[config.mk]
export PLATFORM = sky130hd
export DESIGN_NAME = debounce_scheduler_flat
export DESIGN_NICKNAME = d
export VERILOG_FILES = /design/src/rtl/debounce_scheduler_if.sv /design/src/rtl/debounce_scheduler.sv /design/src/flat_wrapper.sv
export SDC_FILE = /design/constraint.sdc
export NUM_CORES = 1
export LEC_CHECK = 0
export CORE_MARGIN = 5
export CORE_UTILIZATION = 56
export CTS_CLUSTER_SIZE = 16
export DETAILED_ROUTE_END_ITERATION = 16
export PLACE_DENSITY = 0.82
export SYNTH_ARGS = -nofsm -noshare
export SYNTH_HDL_FRONTEND = slang
export SYNTH_SLANG_ARGS = --single-unit
[constraint.sdc]
create_clock -name clk -period 2.5 [get_ports clk]
set_input_delay 0.75 -clock clk [delete_from_list [all_inputs] [get_ports clk]]
set_output_delay 0.75 -clock clk [all_outputs]
set_load 0.05 [all_outputs]
[src/rtl/debounce_scheduler_if.sv]
// Key inputs and debounced outputs of debounce_scheduler, grouped as one bundle.
// The master side drives the raw keys; the slave side (the debouncer) drives the rest.
interface debounce_scheduler_if #(
  parameter int unsigned N = 4
) ();
  localparam int unsigned IDW = $clog2(N);

  logic [N-1:0]   in;
  logic [N-1:0]   out;
  logic [N-1:0]   rise;
  logic [N-1:0]   fall;
  logic           busy;
  logic [IDW-1:0] grant_id;

  modport master (
    output in,
    input  out,
    input  rise,
    input  fall,
    input  busy,
    input  grant_id
  );

  modport slave (
    input  in,
    output out,
    output rise,
    output fall,
    output busy,
    output grant_id
  );
endinterface

[src/rtl/debounce_scheduler.sv]
// N-key debouncer sharing one 1 ms prescaler and one hold timer between all keys.
// Keys whose synchronized level disagrees with the debounced level are served round-robin.
module debounce_scheduler #(
  parameter bit          sim        = 1'b0,
  parameter int unsigned N          = 4,
  parameter int unsigned HOLD_TICKS = 10
) (
  input logic                clk,
  input logic                reset,
  debounce_scheduler_if.slave bus
);
  localparam int unsigned TICK_DIV = sim ? 32 : 100000;
  localparam int unsigned IDW      = $clog2(N);
  localparam int unsigned PW       = $clog2(TICK_DIV);
  localparam int unsigned MW       = $clog2(HOLD_TICKS + 1);

  localparam logic [0:0] StIdle = 1'b0;
  localparam logic [0:0] StTime = 1'b1;

  logic [N-1:0]   sync1_q, in_s_q;
  logic [N-1:0]   out_q, out_d;
  logic [N-1:0]   rise_q, rise_d;
  logic [N-1:0]   fall_q, fall_d;
  logic [0:0]     state_q, state_d;
  logic [IDW-1:0] grant_id_q, grant_id_d;
  logic [IDW-1:0] ptr_q, ptr_d;
  logic [PW-1:0]  presc_q, presc_d;
  logic [MW-1:0]  ms_cnt_q, ms_cnt_d;

  logic [N-1:0]   req;
  logic           tick;
  logic [IDW-1:0] pick;
  logic           pick_vld;

  assign req  = in_s_q ^ out_q;
  assign tick = (presc_q == PW'(TICK_DIV - 1));

  // Scan farthest-first so the last hit is the nearest requester after ptr.
  always_comb begin
    pick     = '0;
    pick_vld = 1'b0;
    for (int unsigned j = N; j >= 1; j--) begin
      if (req[IDW'((32'(ptr_q) + j) % N)]) begin
        pick     = IDW'((32'(ptr_q) + j) % N);
        pick_vld = 1'b1;
      end
    end
  end

  always_comb begin
    state_d    = state_q;
    grant_id_d = grant_id_q;
    ptr_d      = ptr_q;
    presc_d    = presc_q;
    ms_cnt_d   = ms_cnt_q;
    out_d      = out_q;
    rise_d     = '0;
    fall_d     = '0;
    case (state_q)
      StIdle: begin
        if (pick_vld) begin
          grant_id_d = pick;
          presc_d    = '0;
          ms_cnt_d   = '0;
          state_d    = StTime;
        end
      end
      StTime: begin
        presc_d = tick ? '0 : presc_q + 1'b1;
        if (tick) begin
          ms_cnt_d = ms_cnt_q + 1'b1;
        end
        // A bounce back to the committed level wins over a same-cycle commit.
        if (in_s_q[grant_id_q] == out_q[grant_id_q]) begin
          state_d = StIdle;
          ptr_d   = grant_id_q;
        end else if (tick && (ms_cnt_q == MW'(HOLD_TICKS - 1))) begin
          out_d[grant_id_q]  = in_s_q[grant_id_q];
          rise_d[grant_id_q] = in_s_q[grant_id_q];
          fall_d[grant_id_q] = ~in_s_q[grant_id_q];
          state_d            = StIdle;
          ptr_d              = grant_id_q;
        end
      end
      default: state_d = StIdle;
    endcase
  end

  always_ff @(posedge clk or negedge reset) begin
    if (!reset) begin
      sync1_q    <= '0;
      in_s_q     <= '0;
      out_q      <= '0;
      rise_q     <= '0;
      fall_q     <= '0;
      state_q    <= StIdle;
      grant_id_q <= '0;
      ptr_q      <= IDW'(N - 1);
      presc_q    <= '0;
      ms_cnt_q   <= '0;
    end else begin
      sync1_q    <= bus.in;
      in_s_q     <= sync1_q;
      out_q      <= out_d;
      rise_q     <= rise_d;
      fall_q     <= fall_d;
      state_q    <= state_d;
      grant_id_q <= grant_id_d;
      ptr_q      <= ptr_d;
      presc_q    <= presc_d;
      ms_cnt_q   <= ms_cnt_d;
    end
  end

  assign bus.out      = out_q;
  assign bus.rise     = rise_q;
  assign bus.fall     = fall_q;
  assign bus.busy     = (state_q == StTime);
  assign bus.grant_id = grant_id_q;
endmodule

[src/flat_wrapper.sv]
// flat-port wrapper written by rule: the top's interface ports become plain ports
module debounce_scheduler_flat 
#(
  parameter bit          sim        = 1'b0,
  parameter int unsigned N          = 4,
  parameter int unsigned HOLD_TICKS = 10
)
  (clk, reset, bus_in, bus_out, bus_rise, bus_fall, bus_busy, bus_grant_id);
  debounce_scheduler_if #(.N(N)) bus_i ();
  input logic clk;
  input logic reset;
  input wire logic [$bits(bus_i.in)-1:0] bus_in;
  output wire logic [$bits(bus_i.out)-1:0] bus_out;
  output wire logic [$bits(bus_i.rise)-1:0] bus_rise;
  output wire logic [$bits(bus_i.fall)-1:0] bus_fall;
  output wire logic [$bits(bus_i.busy)-1:0] bus_busy;
  output wire logic [$bits(bus_i.grant_id)-1:0] bus_grant_id;
  assign bus_i.in = bus_in;
  assign bus_out = bus_i.out;
  assign bus_rise = bus_i.rise;
  assign bus_fall = bus_i.fall;
  assign bus_busy = bus_i.busy;
  assign bus_grant_id = bus_i.grant_id;
  debounce_scheduler #(.sim(sim), .N(N), .HOLD_TICKS(HOLD_TICKS)) u_core (.clk(clk), .reset(reset), .bus(bus_i));
endmodule
==> impl_metrics.py, run 1 <==
metrics = {
    "pwr": {
        "leakagePower_nw": 1.160,
        "vdd_drop_max_mv": 0.4521,
        "pwr_density_cell_nw_per_um2": 763.8,
    },
    "cells_and_area": {
        "final_nets": 251,
        "design_area_sq_um": 2645,
        "n_antenna_cell": 0,
        "syn_to_final_growth_pct": 16.73,
        "fin_cells": 293,
        "layout-drive-gt1-share": 0.1440,
        "layout_common_cells": "dfrtp_1, nand2_1, clkdlybuf4s50_1, nor2_1, o21ai_0",
        "final_common_cell": "dfrtp_1",
    },
    "sta": {
        "rsz0062_at_grt": "no",
        "worstMarginPinSlew_ps": 800.1,
        "slew_violations": 0,
        "fin_skew_ps": 6.120,
        "post-route-period-util": 0.9529,
        "finalCriticalPeriod_ps": 2382,
        "clock.fmax_mhz": 419.8,
        "slew_headroom": 0.4660,
        "hold_viol": 0,
        "fin_setup_tns_ps": 0,
        "setup_viol": 0,
    },
    "worst_setup_path": {
        "critPathLaunch": "u_core.bus.out[0]",
        "rr_startpoint": "u_core.presc_q[8]",
        "rr_worst_depth": 5,
        "slowest_stage": "clkdlybuf4s50_1",
        "critPathCaptureType": "output pin",
        "path_depth": 1,
        "startpoint_type": "flop",
        "path_buf_inv": 1,
        "worstSetupEndpoint": "bus_out[0]",
        "max_stage_delay_ps": 850,
        "path_cells": "clkdlybuf4s50_1",
        "critPathArrivalTime_ps": 1630,
        "path_class": "flop to output pin",
        "cp_max_fo": 6,
        "required_ps": 1750,
        "r2r_slack_ps": 220,
        "worstReg2RegEnd": "u_core.bus.out[2]",
        "crit_family": "buffers and inverters",
    },
    "clock_tree": {
        "clockBufferDepth": 2,
        "cts_hold_buf": 0,
        "postCtsSetupBuffers": 0,
        "cts_tree": "built",
        "clock-root-buffer": "clkbuf_8",
        "clkTransAtPathRegs_ps": 90,
        "clkSinkCount": 46,
        "cts_resized": 0,
        "ctsHtreeMaxLevel": 2,
        "numCtsBuffers": 5,
        "clock_latency_ps": 300,
    },
    "drt": {
        "wl_met2_microns": 2263,
        "vias_per_cell": 6.072,
        "firstDrtPassIters": 4,
        "drt_iter0_markers": 163,
        "top_layer": "met4",
        "wl_microns": 4697,
        "num_vias": 1779,
        "drtAntennaViolNets": 0,
        "drc": 0,
        "wl_met3_microns": 214,
        "wl_per_cell_microns": 16.03,
        "met1_length_microns": 2141,
    },
    "placed_design": {
        "dp.cells": 285,
        "port_buffers": 20,
        "gp_congestion": 0.8711,
        "dpl.hpwl_microns": 3318,
        "dpl_cell_area_sq_um": 2547,
    },
    "floorplan": {
        "initial_core_util": 0.5706,
        "ios": 21,
        "core_sq_um": 3971,
        "fp.dieW_microns": 73.61,
        "rows": 23,
        "die-area_sq_um": 5418,
        "die_h_microns": 73.61,
    },
    "yosys": {
        "synth-seq-cells": 46,
        "syn_inst": 214,
        "synth_edf_count": 0,
        "syn_nets": 223,
        "seq_area_frac_synth": 0.5091,
        "synth_area_sq_um": 2266,
        "yosysWarnings": 0,
        "synth_area_per_cell_sq_um": 10.59,
        "async_reset_ff_frac": 1.000,
        "ys_types": 51,
        "synth-main-ff-cell": "dfrtp_1",
    },
    "global_route": {
        "grt_max_degree": 37,
        "grt_pass1_wl_microns": 8266,
        "grt_pass1_vias": 1714,
        "globalRoute.totalOverflow": 0,
        "grt_antenna_before_repair": 0,
        "grt_util_all_layers": 0.2004,
    },
    "min_path": {
        "hold_class": "flop to flop",
    },
    "job": {
        "maxCapViolCount": 0,
    },
    "run_status": {
        "outcome": "completed",
    },
}
-- logic make-up (layout without fill, tap and decap cells) --
kind of cell    count (synthesis)  after routing  share of synthesized area
xor+xnor                       11             11                    0.04252
compound gates                 46             46                     0.1270
simple gates                   85             85                     0.2325
flops                          46             46                     0.5091
fa+ha+maj                       3              3                    0.01657
mux                            10             10                    0.04914
buf+inv                        13             42                    0.02319
-- cell usage after synthesis (2+ instances only) --
library cell | n | area share
a21oi_1 | 9 | 0.020
nor4_4 | 2 | 0.019
nand4bb_1 | 2 | 0.0099
o22ai_1 | 2 | 0.0055
and3_1 | 3 | 0.0083
mux2_2 | 5 | 0.025
nor2_1 | 15 | 0.025
and3b_1 | 3 | 0.012
or3_1 | 3 | 0.0083
nor4_1 | 3 | 0.0083
o21ai_0 | 12 | 0.027
nand2b_1 | 3 | 0.0083
nand2_1 | 17 | 0.028
xor2_1 | 6 | 0.023
a22o_1 | 3 | 0.012
xnor2_1 | 5 | 0.019
mux2i_1 | 4 | 0.018
nor3b_1 | 3 | 0.0099
ha_1 | 3 | 0.017
dfrtp_1 | 44 | 0.49
clkbuf_1 | 3 | 0.0050
inv_1 | 6 | 0.0099
nand4_1 | 3 | 0.0083
buf_2 | 3 | 0.0066
nand3_1 | 11 | 0.024
a31oi_1 | 11 | 0.030
nor3_1 | 5 | 0.011
dfstp_2 | 2 | 0.023
-- where the power goes --
group	leakage, nW	internal (W)	switching [W]
Combinational	0.508	0.000227	0.000379
Sequential	0.605	0.000834	0.000108
Clock	0.0472	0.000222	0.000249
Total	1.16	0.00128	0.000737
-- sequential cells by signal, summed over array words and instances (netlist names) --
signal	cells
u_core.ms_cnt_q	4
u_core.presc_q	17
u_core.bus.grant_id	2
u_core.bus.out	4
u_core.in_s_q	4
u_core.bus.busy	1
u_core.bus.fall	4
u_core.sync1_q	4
u_core.ptr_q	2
u_core.bus.rise	4
-- how the worst min path moves through the flow --
stage                            from               end  slack [ps]  cells after the start
global route        u_core.sync1_q[0]  u_core.in_s_q[0]         370                      0
CTS                 u_core.sync1_q[2]  u_core.in_s_q[2]         370                      0
floorplan           u_core.sync1_q[0]  u_core.in_s_q[0]         330                      0
global placement    u_core.sync1_q[2]  u_core.in_s_q[2]         330                      0
finish              u_core.sync1_q[2]  u_core.in_s_q[2]         360                      0
detailed placement  u_core.sync1_q[2]  u_core.in_s_q[2]         350                      0
-- area by class of cell --
cell class                      instances  area, sq um
Fill cell                             309         1326
Inverter                                7        26.28
Clock buffer                            6        82.58
Multi-Input combinational cell        155         1060
Tap cell                               50        62.56
Timing Repair Buffer                   27        247.7
Clock inverter                          2        12.51
Sequential cell                        46         1154
-- stage by stage --
step	worst slack, ps	power, W	hold slack (ps)	utilization
finish	117.7	0.002020	362.8	0.6660
global route	60.45	0.002147	374.8	0.6660
detailed placement	234.1	0.001558	345.9	0.6415
floorplan	344.9	0.001384	331.2	-
CTS	24.10	0.002035	365.5	0.6654
global placement	267.4	0.001534	333.3	0.6415
-- per-layer routing --
| metal | vias to the layer above | global-route usage |
|---|---|---|
| li1 | 840 | - |
| met1 | 893 | 0.2684 |
| met2 | 38 | 0.3110 |
| met3 | 8 | 0.05472 |
| met4 | 0 | 0.07445 |
| met5 | - | 0 |
Note: power is estimated with default switching activity, not from simulation.
==> run 2, diff against run 1 <==
--- a/config.mk
+++ b/config.mk
@@ -5,7 +5,7 @@
 export SDC_FILE = /design/constraint.sdc
 export NUM_CORES = 1
 export LEC_CHECK = 0
-export CORE_MARGIN = 5
+export CORE_MARGIN = 2
 export CORE_UTILIZATION = 56
 export CTS_CLUSTER_SIZE = 16
 export DETAILED_ROUTE_END_ITERATION = 16
==> constraint.sdc (replaced) <==
create_clock -name clk -period 2.5 [get_ports clk]
set_input_delay 0.25 -clock clk [delete_from_list [all_inputs] [get_ports clk]]
set_output_delay 0.25 -clock clk [all_outputs]
set_load 0.05 [all_outputs]
==> impl_metrics.py, run 2 (same netlist as run 1, synthesis figures left out) <==
metrics = {
    "run_status": {
        "outcome": "completed",
    },
    "sta": {
        "setup_ws_ps": 202.4,
        "finalCriticalPeriod_ps": 2298,
        "slew_violations": 0,
        "setup_viol": 0,
        "fin_setup_tns_ps": 0,
        "worstMarginPinSlew_ps": 985.8,
        "fin_skew_ps": 5.188,
        "hold_viol": 0,
        "post-route-period-util": 0.9190,
        "rsz0062_at_grt": "no",
        "clock.fmax_mhz": 435.2,
        "slew_headroom": 0.3428,
    },
    "worst_setup_path": {
        "rr_startpoint": "u_core.presc_q[8]",
        "critPathLaunch": "u_core.presc_q[8]",
        "worstReg2RegEnd": "u_core.bus.out[0]",
        "cp_max_fo": 8,
        "r2r_slack_ps": 200,
        "worstSetupEndpoint": "u_core.bus.out[0]",
        "rr_worst_depth": 5,
        "path_cells": "or4_4, nor4_4, nand3_4, nor3_1, mux2_2",
        "critPathArrivalTime_ps": 2490,
        "critPathCaptureType": "flop",
        "startpoint_type": "flop",
        "slowest_stage": "or4_4",
        "max_stage_delay_ps": 560,
        "required_ps": 2690,
        "path_class": "flop to flop",
    },
    "drt": {
        "wl_per_cell_microns": 15.95,
        "drtAntennaViolNets": 0,
        "drc": 0,
        "vias_per_cell": 6.144,
        "firstDrtPassIters": 4,
        "wl_microns": 4658,
        "num_vias": 1794,
        "drt_iter0_markers": 169,
    },
    "cells_and_area": {
        "fin_cells": 292,
        "final_common_cell": "dfrtp_1",
        "syn_to_final_growth_pct": 16.90,
        "final_nets": 250,
        "regMostFlops": "u_core.presc_q",
        "largest_reg_flops": 17,
        "layout-drive-gt1-share": 0.1281,
        "layout_common_cells": "dfrtp_1, clkdlybuf4s50_1, nand2_1, nor2_1, o21ai_0",
        "n_antenna_cell": 0,
    },
    "placed_design": {
        "gp_congestion": 0.8356,
        "dpl.hpwl_microns": 3237,
        "pre_cts_ws_ps": 223.1,
        "port_buffers": 20,
        "dp.cells": 284,
    },
    "global_route": {
        "globalRoute.totalOverflow": 0,
        "grt_max_degree": 47,
        "grt_pass1_wl_microns": 8135,
        "grt_util_all_layers": 0.2408,
        "grt_pass1_vias": 1716,
        "grt_antenna_before_repair": 0,
    },
    "clock_tree": {
        "cts_hold_buf": 0,
        "cts_tree": "built",
        "clock_latency_ps": 300,
        "numCtsBuffers": 5,
        "clockBufferDepth": 2,
        "postCtsSetupBuffers": 0,
        "clock-root-buffer": "clkbuf_8",
        "cts_resized": 0,
        "clkSinkCount": 46,
        "clkTransAtPathRegs_ps": 80,
        "ctsHtreeMaxLevel": 2,
    },
    "floorplan": {
        "fp.dieW_microns": 67.61,
        "die-area_sq_um": 4571,
        "core_sq_um": 3943,
        "ios": 21,
        "initial_core_util": 0.5747,
        "die_h_microns": 67.61,
        "rows": 23,
    },
    "pwr": {
        "vdd_drop_max_mv": 0.4394,
        "pwr_density_cell_nw_per_um2": 795.0,
        "leakagePower_nw": 1.153,
    },
    "min_path": {
        "hold_class": "primary input to async pin",
    },
    "job": {
        "maxCapViolCount": 0,
    },
}
[run 2: changes by cell type in the layout (fill, tap and decap cells not counted)]
cell,change
buf_4,-2
clkbuf_1,+2
clkdlybuf4s50_1,+2
bufinv_16,+1
clkbuf_8,-1
clkinv_2,-1
clkinvlp_4,-1
dlymetal6s2s_1,-1
[run 2: metal layers]
| metal | up-vias | routed length, microns | GRT usage |
|---|---|---|---|
| met1 | 889 | 1980 | 0.3233 |
| met5 | - | 0 | 0 |
| met2 | 54 | 2306 | 0.3603 |
| li1 | 838 | - | - |
| met4 | 0 | 111 | 0.1122 |
| met3 | 13 | 260 | 0.06667 |
[run 2: worst min-delay path by stage]
| stage | startpoint | end | slack, ps | cells after the start |
|---|---|---|---|---|
| after floorplan | reset | u_core.bus.busy | -50 | 0 |
| after global placement | u_core.sync1_q[0] | u_core.in_s_q[0] | 330 | 0 |
| after detailed placement | u_core.sync1_q[3] | u_core.in_s_q[3] | 340 | 0 |
| after CTS | reset | u_core.in_s_q[0] | 130 | 1 |
| after global routing | reset | u_core.sync1_q[0] | 190 | 1 |
| final | reset | u_core.in_s_q[0] | 100 | 1 |
[run 2: per-stage QoR]
step                      hold slack [ps]  instance area, sq um  total power (W)    util
final                               99.65                  2649         0.002106  0.6719
after global routing                188.6                  2649         0.002241  0.6719
after CTS                           133.4                  2649         0.002120  0.6719
after detailed placement            337.9                  2542         0.001577  0.6449
after global placement              332.3                  2542         0.001546  0.6449
after floorplan                    -45.59                  2266         0.001384       -
[run 2: power breakdown]
group,switching [W],internal [W]
Sequential,0.000112,0.000834
Clock,0.000241,0.000299
Combinational,0.000381,0.000239
[run 2: cell type report]
class	count	area, sq um
Inverter	7	26.28
Clock buffer	7	76.32
Clock inverter	1	30.03
Multi-Input combinational cell	155	1060
Fill cell	315	1294
Tap cell	50	62.56
Sequential cell	46	1154
Timing Repair Buffer	26	240.2
[run 2: worst max-delay path, delay by kind of cell (launching register included)]
| kind | cells | cell delay (ps) |
|---|---|---|
| AND/OR/NAND/NOR | 4 | 1380 |
| flip-flops | 1 | 430 |
| multiplexers | 1 | 390 |
